--- config.mk ---
export PLATFORM = sky130hd
export DESIGN_NAME = mul_div_controller
export DESIGN_NICKNAME = d
export VERILOG_FILES = /design/src/rtl/mul_div_controller_pkg.sv /design/src/rtl/mul_div_datapath.sv /design/src/rtl/mul_div_controller.sv
export SDC_FILE = /design/constraint.sdc
export NUM_CORES = 1
export LEC_CHECK = 0
export BUFFER_PORTS_ARGS = -buffer_cell sky130_fd_sc_hd__buf_2
export CORE_MARGIN = 2
export CORE_UTILIZATION = 40
export CTS_BUF_LIST = sky130_fd_sc_hd__clkbuf_16
export CTS_CLUSTER_SIZE = 25
export DETAILED_ROUTE_END_ITERATION = 10
export GPL_ROUTABILITY_DRIVEN = 0
export PLACE_DENSITY = 0.62
export SYNTH_ARGS = -nofsm -noshare
export SYNTH_HDL_FRONTEND = slang
export SYNTH_SLANG_ARGS = --single-unit
--- constraint.sdc ---
create_clock -name CLK -period 4.7 [get_ports CLK]
set_input_delay 0.47 -clock CLK [delete_from_list [all_inputs] [get_ports CLK]]
set_output_delay 0.47 -clock CLK [all_outputs]
set_load 0.02 [all_outputs]
--- src/rtl/mul_div_controller_pkg.sv ---
// Shared definitions for the RV32M multiply/divide sequencer.
// Provides the operand width, the FUNCT3 M-op encodings, the 2-bit FSM
// state encoding, and small helpers for operand sign handling.
package mul_div_controller_pkg;

  localparam int MD_XLEN  = 32;
  localparam int MD_CNT_W = 5;

  localparam logic [2:0] F3_MUL    = 3'b000;
  localparam logic [2:0] F3_MULH   = 3'b001;
  localparam logic [2:0] F3_MULHSU = 3'b010;
  localparam logic [2:0] F3_MULHU  = 3'b011;
  localparam logic [2:0] F3_DIV    = 3'b100;
  localparam logic [2:0] F3_DIVU   = 3'b101;
  localparam logic [2:0] F3_REM    = 3'b110;
  localparam logic [2:0] F3_REMU   = 3'b111;

  typedef enum logic [1:0] {
    S_IDLE = 2'd0,
    S_CALC = 2'd1,
    S_SIGN = 2'd2,
    S_DONE = 2'd3
  } state_e;

  // rs1 is treated as signed for MULH, MULHSU, DIV and REM
  function automatic logic op_signed1(input logic [2:0] f);
    return (f == F3_MULH) || (f == F3_MULHSU) || (f == F3_DIV) || (f == F3_REM);
  endfunction

  // rs2 is treated as signed for MULH, DIV and REM
  function automatic logic op_signed2(input logic [2:0] f);
    return (f == F3_MULH) || (f == F3_DIV) || (f == F3_REM);
  endfunction

  // Two's complement negation of one word
  function automatic logic [MD_XLEN-1:0] neg_word(input logic [MD_XLEN-1:0] v);
    return -v;
  endfunction

endpackage

--- src/rtl/mul_div_datapath.sv ---
// Datapath of the multiply/divide sequencer.
// Holds the operand magnitudes, the shared accumulator (product high/low
// or partial remainder/quotient), the sign flags and the RESULT register.
// Ports:
//   clk, rst_n    clock and synchronous active-low reset
//   load          capture FUNCT3, operand magnitudes and sign flags
//   step          perform one shift-add or restoring-divide iteration
//   fix           apply sign correction and write the selected word to result
//   fast          write fast_result straight to result
//   funct3        M-op encoding (sampled on load)
//   data1, data2  rs1 / rs2 operands (sampled on load)
//   fast_result   precomputed divide-by-zero / overflow answer
//   result        registered operation result
module mul_div_datapath
  import mul_div_controller_pkg::*;
(
  input  logic               clk,
  input  logic               rst_n,
  input  logic               load,
  input  logic               step,
  input  logic               fix,
  input  logic               fast,
  input  logic [2:0]         funct3,
  input  logic [MD_XLEN-1:0] data1,
  input  logic [MD_XLEN-1:0] data2,
  input  logic [MD_XLEN-1:0] fast_result,
  output logic [MD_XLEN-1:0] result
);

  logic [2:0]           op_q, op_d;
  logic [MD_XLEN-1:0]   b_q, b_d;        // multiplicand or divisor magnitude
  logic [MD_XLEN-1:0]   hi_q, hi_d;      // product high word / remainder
  logic [MD_XLEN-1:0]   lo_q, lo_d;      // product low word / quotient
  logic                 neg_q, neg_d;    // product or quotient must be negated
  logic                 dvd_neg_q, dvd_neg_d;
  logic [MD_XLEN-1:0]   result_q, result_d;

  logic                 sgn1_s, sgn2_s;
  logic [MD_XLEN-1:0]   mag1_s, mag2_s;
  logic [MD_XLEN:0]     mul_sum_s;
  logic [MD_XLEN:0]     div_shift_s, div_diff_s;
  logic [2*MD_XLEN-1:0] prod_s, prod_fix_s;
  logic [MD_XLEN-1:0]   quo_fix_s, rem_fix_s, sel_s;

  assign sgn1_s = op_signed1(funct3) & data1[MD_XLEN-1];
  assign sgn2_s = op_signed2(funct3) & data2[MD_XLEN-1];
  assign mag1_s = sgn1_s ? neg_word(data1) : data1;
  assign mag2_s = sgn2_s ? neg_word(data2) : data2;

  // Shift-add: add the multiplicand when the multiplier LSB is set; the
  // carry out becomes the new MSB after the right shift.
  assign mul_sum_s = lo_q[0] ? ({1'b0, hi_q} + {1'b0, b_q}) : {1'b0, hi_q};

  // Restoring divide: the 33-bit partial remainder is the old remainder
  // shifted left with the next dividend bit; a clear borrow keeps the
  // difference and sets the quotient bit.
  assign div_shift_s = {hi_q, lo_q[MD_XLEN-1]};
  assign div_diff_s  = div_shift_s - {1'b0, b_q};

  assign prod_s     = {hi_q, lo_q};
  assign prod_fix_s = neg_q ? -prod_s : prod_s;
  assign quo_fix_s  = neg_q ? neg_word(lo_q) : lo_q;
  assign rem_fix_s  = dvd_neg_q ? neg_word(hi_q) : hi_q;

  // Next-state of operand and accumulator registers
  always_comb begin
    op_d      = op_q;
    b_d       = b_q;
    hi_d      = hi_q;
    lo_d      = lo_q;
    neg_d     = neg_q;
    dvd_neg_d = dvd_neg_q;
    if (load) begin
      op_d      = funct3;
      hi_d      = 32'h0000_0000;
      neg_d     = sgn1_s ^ sgn2_s;
      dvd_neg_d = sgn1_s;
      if (funct3[2]) begin
        lo_d = mag1_s;
        b_d  = mag2_s;
      end else begin
        lo_d = mag2_s;
        b_d  = mag1_s;
      end
    end else if (step) begin
      if (op_q[2]) begin
        if (!div_diff_s[MD_XLEN]) begin
          hi_d = div_diff_s[MD_XLEN-1:0];
          lo_d = {lo_q[MD_XLEN-2:0], 1'b1};
        end else begin
          hi_d = div_shift_s[MD_XLEN-1:0];
          lo_d = {lo_q[MD_XLEN-2:0], 1'b0};
        end
      end else begin
        hi_d = mul_sum_s[MD_XLEN:1];
        lo_d = {mul_sum_s[0], lo_q[MD_XLEN-1:1]};
      end
    end else begin
      op_d = op_q;
    end
  end

  // Word selection after sign correction
  always_comb begin
    case (op_q)
      F3_MUL:                       sel_s = prod_fix_s[MD_XLEN-1:0];
      F3_MULH, F3_MULHSU, F3_MULHU: sel_s = prod_fix_s[2*MD_XLEN-1:MD_XLEN];
      F3_DIV, F3_DIVU:              sel_s = quo_fix_s;
      F3_REM, F3_REMU:              sel_s = rem_fix_s;
      default:                      sel_s = prod_fix_s[MD_XLEN-1:0];
    endcase
  end

  // RESULT only changes when an operation completes
  always_comb begin
    result_d = result_q;
    if (fast) begin
      result_d = fast_result;
    end else if (fix) begin
      result_d = sel_s;
    end else begin
      result_d = result_q;
    end
  end

  // Datapath registers with synchronous reset
  always_ff @(posedge clk) begin
    if (!rst_n) begin
      op_q      <= 3'b000;
      b_q       <= 32'h0000_0000;
      hi_q      <= 32'h0000_0000;
      lo_q      <= 32'h0000_0000;
      neg_q     <= 1'b0;
      dvd_neg_q <= 1'b0;
      result_q  <= 32'h0000_0000;
    end else begin
      op_q      <= op_d;
      b_q       <= b_d;
      hi_q      <= hi_d;
      lo_q      <= lo_d;
      neg_q     <= neg_d;
      dvd_neg_q <= dvd_neg_d;
      result_q  <= result_d;
    end
  end

  assign result = result_q;

endmodule

--- src/rtl/mul_div_controller.sv ---
// RV32M multiply/divide sequencer for the EX stage.
// Runs 32 shift-add or restoring-divide iterations, then a sign-fix cycle,
// then pulses DONE. Divide-by-zero and signed overflow finish in one cycle.
// Ports:
//   CLK     clock, all state changes on the rising edge
//   RESET   synchronous active-low reset
//   START   valid M-op in EX this cycle
//   FUNCT3  M-op select (MUL..REMU)
//   DATA1   rs1 operand, DATA2 rs2 operand
//   FLUSH   abort current operation (priority over START)
//   BUSY    combinational stall request
//   DONE    one-cycle pulse, RESULT valid
//   RESULT  registered result, held until the next DONE
module mul_div_controller
  import mul_div_controller_pkg::*;
#(
  parameter int XLEN = MD_XLEN
) (
  input  logic            CLK,
  input  logic            RESET,
  input  logic            START,
  input  logic [2:0]      FUNCT3,
  input  logic [XLEN-1:0] DATA1,
  input  logic [XLEN-1:0] DATA2,
  input  logic            FLUSH,
  output logic            BUSY,
  output logic            DONE,
  output logic [XLEN-1:0] RESULT
);

  state_e                state_q, state_d;
  logic [MD_CNT_W-1:0]   cnt_q, cnt_d;
  logic                  done_q, done_d;

  logic                  div_zero_s, div_ovf_s, fast_hit_s;
  logic                  accept_s, load_s, step_s, fix_s, fast_s;
  logic [XLEN-1:0]       fast_result_s;

  assign div_zero_s = FUNCT3[2] & (DATA2 == 32'h0000_0000);
  assign div_ovf_s  = FUNCT3[2] & ~FUNCT3[0] &
                      (DATA1 == 32'h8000_0000) & (DATA2 == 32'hFFFF_FFFF);
  assign fast_hit_s = div_zero_s | div_ovf_s;

  // Fast-path answers; FUNCT3[1] distinguishes remainder from quotient
  always_comb begin
    fast_result_s = 32'h0000_0000;
    if (div_zero_s) begin
      fast_result_s = FUNCT3[1] ? DATA1 : 32'hFFFF_FFFF;
    end else if (div_ovf_s) begin
      fast_result_s = FUNCT3[1] ? 32'h0000_0000 : 32'h8000_0000;
    end else begin
      fast_result_s = 32'h0000_0000;
    end
  end

  assign accept_s = (state_q == S_IDLE) & START & ~FLUSH;
  assign load_s   = accept_s & ~fast_hit_s;
  assign fast_s   = accept_s & fast_hit_s;
  // Gating with FLUSH keeps a flushed op from touching RESULT
  assign step_s   = (state_q == S_CALC) & ~FLUSH;
  assign fix_s    = (state_q == S_SIGN) & ~FLUSH;

  // FSM next state, iteration counter and DONE pulse
  always_comb begin
    state_d = state_q;
    cnt_d   = cnt_q;
    if (FLUSH) begin
      state_d = S_IDLE;
    end else begin
      case (state_q)
        S_IDLE: begin
          if (START) begin
            cnt_d   = 5'd0;
            state_d = fast_hit_s ? S_DONE : S_CALC;
          end else begin
            state_d = S_IDLE;
          end
        end
        S_CALC: begin
          cnt_d = cnt_q + 5'd1;
          if (cnt_q == 5'd31) begin
            state_d = S_SIGN;
          end else begin
            state_d = S_CALC;
          end
        end
        S_SIGN:  state_d = S_DONE;
        // START is ignored here: the op in EX is the one completing
        S_DONE:  state_d = S_IDLE;
        default: state_d = S_IDLE;
      endcase
    end
    done_d = (state_d == S_DONE);
  end

  // FSM registers
  always_ff @(posedge CLK) begin
    if (!RESET) begin
      state_q <= S_IDLE;
      cnt_q   <= 5'd0;
      done_q  <= 1'b0;
    end else begin
      state_q <= state_d;
      cnt_q   <= cnt_d;
      done_q  <= done_d;
    end
  end

  mul_div_datapath u_datapath (
    .clk         (CLK),
    .rst_n       (RESET),
    .load        (load_s),
    .step        (step_s),
    .fix         (fix_s),
    .fast        (fast_s),
    .funct3      (FUNCT3),
    .data1       (DATA1),
    .data2       (DATA2),
    .fast_result (fast_result_s),
    .result      (RESULT)
  );

  // Stall is raised in the same cycle the op is presented
  assign BUSY = RESET & (accept_s | (state_q == S_CALC) | (state_q == S_SIGN));
  assign DONE = done_q;

endmodule

# ---- Word-level counts from Yosys, hierarchy flattened
# Index checks and enable logic that the tools add are counted.
dict set report classes {
  bitwise_logic 21
  eq_ne 19
  n_mux 28
  reduce_logical 16
  add_sub_neg 8
}
# cell count
set ops {}
lappend ops {{$mux 32} 17}
lappend ops {{$neg 32->32} 4}
lappend ops {{$pmux 32 s4} 1}
lappend ops {{$eq 32x32->1 const B} 2}
lappend ops {{$mux 64} 1}
lappend ops {{$neg 64->64} 1}
lappend ops {{$add 32x32->33} 1}
lappend ops {{$mux 33} 1}
lappend ops {{$sub 33x32->33} 1}
lappend ops {{$logic_not 32->1} 1}
lappend ops {{$eq 3x3->1 const B} 6}
lappend ops {{$and 1x1->1} 13}
lappend ops {{$pmux 5 s2} 1}
lappend ops {{$eq 3x2->1 const B} 3}
lappend ops {{$mux 2} 4}
lappend ops {{$pmux 2 s4} 1}
lappend ops {{$eq 2x2->1 const B} 3}
lappend ops {{$eq 3x1->1 const B} 2}
lappend ops {{$reduce_bool 2->1} 3}
lappend ops {{$reduce_or 2->1} 3}
lappend ops {{$add 5x1->5 const B} 1}
lappend ops {{$eq 5x5->1 const B} 1}
lappend ops {{$logic_or 1x1->1} 5}
lappend ops {{$mux 5} 1}
lappend ops {{10 further kinds} 15}
dict set report totals {
  register_bits 141
  out_inout_bits 34
  in_bits 71
  word_cells 102
}

# ---- Depth between registers and ports, before layout
dict set report logic_depth {
  depth_word 10
  ltp_mapped 16
  mapped_depth_nobuf 13
}

# ---- By module
# From an unflattened synthesis, not the netlist that was laid out.
dict set report unflattened {
  cells_unflattened 2161
  hier_area_um2 15069.5
}
# module cells_per_inst instances area_each_um2
set by_module_without_submodules {}
lappend by_module_without_submodules {mul_div_datapath 2005 1 14098.5}
lappend by_module_without_submodules {mul_div_controller 156 1 970.9}

# ---- Least setup slack after synthesis
# No wires, ideal clock.
dict set report synth_path {
  path_kind {register to register}
  startpoint {register u_datapath.lo_q[31]}
  endpoint {register u_datapath.hi_q[15]}
  setup_slack_ps 1301
  stages_incl_launch_ff 17
  path_buffers 3
  t_arrival_ps 3282
  path_cell_list {dfxtp_1 clkbuf_1 inv_1 ha_1 fa_1 nand2b_1 a21oi_1 o2111a_1 o2bb2ai_1 a31oi_1 o21a_1 o31ai_1 buf_2 buf_2 mux2i_1 mux2i_1 a22o_1}
}
dict set report synth_via {
  elab_chain_cells 3
}
# item line_no
set synth_rtl {}
lappend synth_rtl {{start, declared} mul_div_datapath.sv:33} ;# logic [MD_XLEN-1:0] lo_q, lo_d;
lappend synth_rtl {{start signal, assigned} mul_div_datapath.sv:140} ;# lo_q <= lo_d;
lappend synth_rtl {{$sub 33x32->33} mul_div_datapath.sv:58} ;# assign div_diff_s = div_shift_s - {1'b0, b_q};
lappend synth_rtl {{$mux 32} mul_div_datapath.sv:87} ;# if (!div_diff_s[MD_XLEN]) begin
lappend synth_rtl {{$mux 32} mul_div_datapath.sv:86} ;# if (op_q[2]) begin
lappend synth_rtl {{end signal, assigned} mul_div_datapath.sv:139} ;# hi_q <= hi_d;
lappend synth_rtl {{end, declared} mul_div_datapath.sv:32} ;# logic [MD_XLEN-1:0] hi_q, hi_d;
# No other way between the ends.
# A chain may end at the register's enable or synchronous reset.

# ---- Worst setup path in the final report
dict set report layout_path {
  startpoint {register u_datapath.b_q[5]}
  endpoint {register u_datapath.hi_q[0]}
}
dict set report layout_via {
  elab_chain_cells 3
}
# item line_no
set layout_rtl {}
lappend layout_rtl {{start, declared} mul_div_datapath.sv:31} ;# logic [MD_XLEN-1:0] b_q, b_d;
lappend layout_rtl {{start signal, assigned} mul_div_datapath.sv:130} ;# b_q <= 32'h0000_0000;
lappend layout_rtl {{start signal, assigned} mul_div_datapath.sv:138} ;# b_q <= b_d;
lappend layout_rtl {{$sub 33x32->33} mul_div_datapath.sv:58}
lappend layout_rtl {{$mux 32} mul_div_datapath.sv:87}
lappend layout_rtl {{$mux 32} mul_div_datapath.sv:86}
# No other way between the ends.

==> key figures <==
Run status
  • Status: finished, final reports clean

GRT
  • Grt ovf: 0
  • Initial antenna violation count: 0
  • Largest net degree at the start of global routing: 86
  • Vias in the first global route: 15.0k
  • First-pass GRT wire length: 84100 µm
  • Total GRT Usage: 27.9%

CTS
  • Clk slew on worst S/H paths: 0.06 ns
  • CTS Hold Bufs: 0
  • TritonCTS clock tree: built
  • CTS Buffer Depth: 2
  • Num CTS Buffers: 17
  • Post-CTS setup buffers: 0
  • CTS sink count: 141
  • Root Driver: clkbuf_16
  • H-tree levels: 4
  • Clk Latency, worst-skew pair: 0.44 ns
  • CTS resizes: 0

Floorplan
  • Die height: 195 µm
  • Core area: 35700 µm²
  • Initial Util: 40.8%
  • Die W: 195 µm
  • Std-Cell Rows: 69
  • Die area: 37900 µm²
  • Ports: 105

Synth
  • Distinct cells, synth: 85
  • Most instantiated cells after synthesis: 268 x nand2_1, 209 x a21oi_1, 165 x o21ai_0
  • Top cell type's share of synthesized area: 19.4%
  • Yosys top cell by area: dfxtp_1
  • Post-Synthesis Cells: 2039
  • Number of enable flip-flop cells after synthesis: 0
  • Sequential area share after synthesis: 19.4%
  • Register bit total from synthesis: 141
  • Most frequent cell after synthesis: nand2_1
  • Syn Nets: 2183
  • Async set or reset register ratio after synthesis: 0%
  • Post-synth design cell area: 14500 µm²
  • Ys Warns: 0
  • Top post-synthesis cells by area: dfxtp_1 19%, a21oi_1 7.2%, nand2_1 6.9%, ha_1 6.1%, xnor2_1 6.1%
  • Ys flop type: dfxtp_1
  • Mean post-synth cell area: 7.13 µm²

STA
  • Final slew viol count: 0
  • Worst Tran Pin Value: 1.13 ns
  • Final setup vio count: 0
  • Final setup TNS: 0 ns
  • Fin. Hold Viols: 0
  • Final period util: 86.6%
  • Fmax: 246 MHz
  • Tmin final: 4.07 ns
  • Worst slew margin: 24.4%
  • Clock Skew: 0.0132 ns
  • RSZ-0062 raised after global routing: no

Worst hold path
  • Hold Path Class: input pin to register
  • Hold depth: 2

Finish
  • Layout Area Growth over Synthesis: 10.7%
  • Nets: 2208
  • Post-route cell area: 16100 µm²
  • Fraction of layout cells with a size suffix above 1: 11.7%
  • Diode count: 0

Pwr
  • Leak pwr: 0.00662 µW
  • Sw Share: 35.3%
  • Clk pwr share: 36.3%
  • Worst VDD drop: 0.177 mV
  • Comb power frac: 31.1%
  • Psw: 1430 µW
  • Seq pwr share: 32.5%
  • P_int: 2610 µW
  • P per Cell Area: 251 nW/µm²

Route
  • # DRC: 0
  • DR WL/cell: 21.3 µm
  • DRT Pass-1 Iters: 5
  • Via count: 16.0k
  • Avg Vias per Cell: 6.29
  • Initial drt markers: 1554
  • Drt total wl: 54100 µm
  • Post-route ant nets: 0

Critical path
  • Critical Path End Type: register
  • WP data arrival: 4.42 ns
  • CP startpoint kind: register
  • Data required time of the worst path: 5.05 ns
  • R2R cell count: 13
  • CP Class: register to register
  • Critical path fanouts, max: 24

Placed design
  • Post-DP HPWL: 41100 µm
  • DP Area: 15500 µm²
  • IO Port Bufs: 104

Job
  • Max Cap Viol: 0
power by group through the flow:
stage	Combinational (µW)	Sequential, µW	Clock [µW]
floorplan	888	1300	0
global placement	1210	1340	0
detailed placement	1220	1340	0
CTS	1230	1310	1470
global route	1370	1320	1530
finish	1260	1310	1470
flip-flops by register name, indices dropped and copies added (netlist names):
signal / count
DONE: 1
cnt_q: 5
state_q: 2
u_datapath.b_q: 32
u_datapath.dvd_neg_q: 1
u_datapath.hi_q: 32
u_datapath.lo_q: 32
u_datapath.neg_q: 1
u_datapath.op_q: 3
u_datapath.result: 32
worst max-delay path, stage by stage, from the launching register on:
cell and delay (ns):
dfxtp_1 0.33, inv_1 0.04, ha_1 0.34, a21o_1 0.22, a211o_1 0.29, o2111a_1 0.29
o2bb2ai_1 0.21, a31oi_1 0.33, nor2b_1 0.13, o31ai_4 0.90, buf_4 0.38, mux2i_1 0.22
a21oi_1 0.09, a211oi_1 0.19
cells in the final DEF (no fill, tap or decap), drive strengths merged, types with 7 or more instances in the layout:
cell	synthesis	routed
ha	71	71
a221oi	16	16
o311ai	8	8
nand4	16	16
xnor2	101	101
xor2	84	84
a21o	46	46
inv	63	65
o31ai	24	24
a31oi	19	19
nor3	43	43
and2	12	12
o211ai	82	82
o221ai	12	12
nor2	141	141
nand3	30	30
mux2	13	13
mux2i	48	48
nor2b	14	14
o21bai	7	7
or4	22	22
nand2b	18	18
o41ai	13	13
or2	9	9
o21ai	169	169
nand2	269	269
dfxtp	141	141
clkbuf	118	18
and3	10	10
a21oi	209	209
buf	39	163
or3	15	15
nor4	26	26
a32o	13	13
a211oi	24	24
final timing paths:
kind	start	to	slack, ns
setup / recovery	u_datapath.b_q[5]$_SDFFE_PN0N_	u_datapath.hi_q[0]$_SDFFE_PP0P_	0.63
setup reg to reg	u_datapath.b_q[5]$_SDFFE_PN0N_	u_datapath.hi_q[0]$_SDFFE_PP0P_	0.63
hold reg to reg	u_datapath.b_q[4]$_SDFFE_PN0N_	u_datapath.b_q[4]$_SDFFE_PN0N_	0.48
hold / removal	FLUSH	state_q[1]$_SDFF_PN0_	0.32
kinds of logic (layout without fill, tap and decap cells):
group	after synthesis	in the layout	synth area share, %
mux	61	61	4.31
compound gates	715	715	31.6
fa+ha+maj	73	73	6.39
xor+xnor	185	185	11.2
flops	141	141	19.4
simple gates	644	644	21.1
buf+inv	220	258	6.04
routing by layer:
metal | vias to the layer above | global-route usage [%] | share of wire (%)
met2 | 800 | 45.5 | 45
met5 | - | 0 | 0
met3 | 117 | 4.18 | 8.3
li1 | 7519 | - | -
met1 | 7526 | 36.9 | 43
met4 | 0 | 11.3 | 3.9
layout make-up:
type | count | area (µm²)
sequential | 141 | 2830
tap | 461 | 577
timing repair buffer | 163 | 963
clock buffer | 18 | 450
inverter | 63 | 236
multi-input combinational | 1678 | 10900
fill | 3621 | 19600
clock inverter | 14 | 174
through the flow:
stage	hold slack [ns]	worst slack, ns	instances	power, µW	util, %
floorplan	0.449	1.30	2039	2180	-
global route	0.317	0.309	2538	4210	45.1
global placement	0.465	0.640	2506	2540	43.4
detailed placement	0.475	0.572	2506	2550	43.4
CTS	0.306	0.661	2538	4010	45.1
finish	0.321	0.629	2538	4040	45.1
Power figures use the tool's default switching activity.
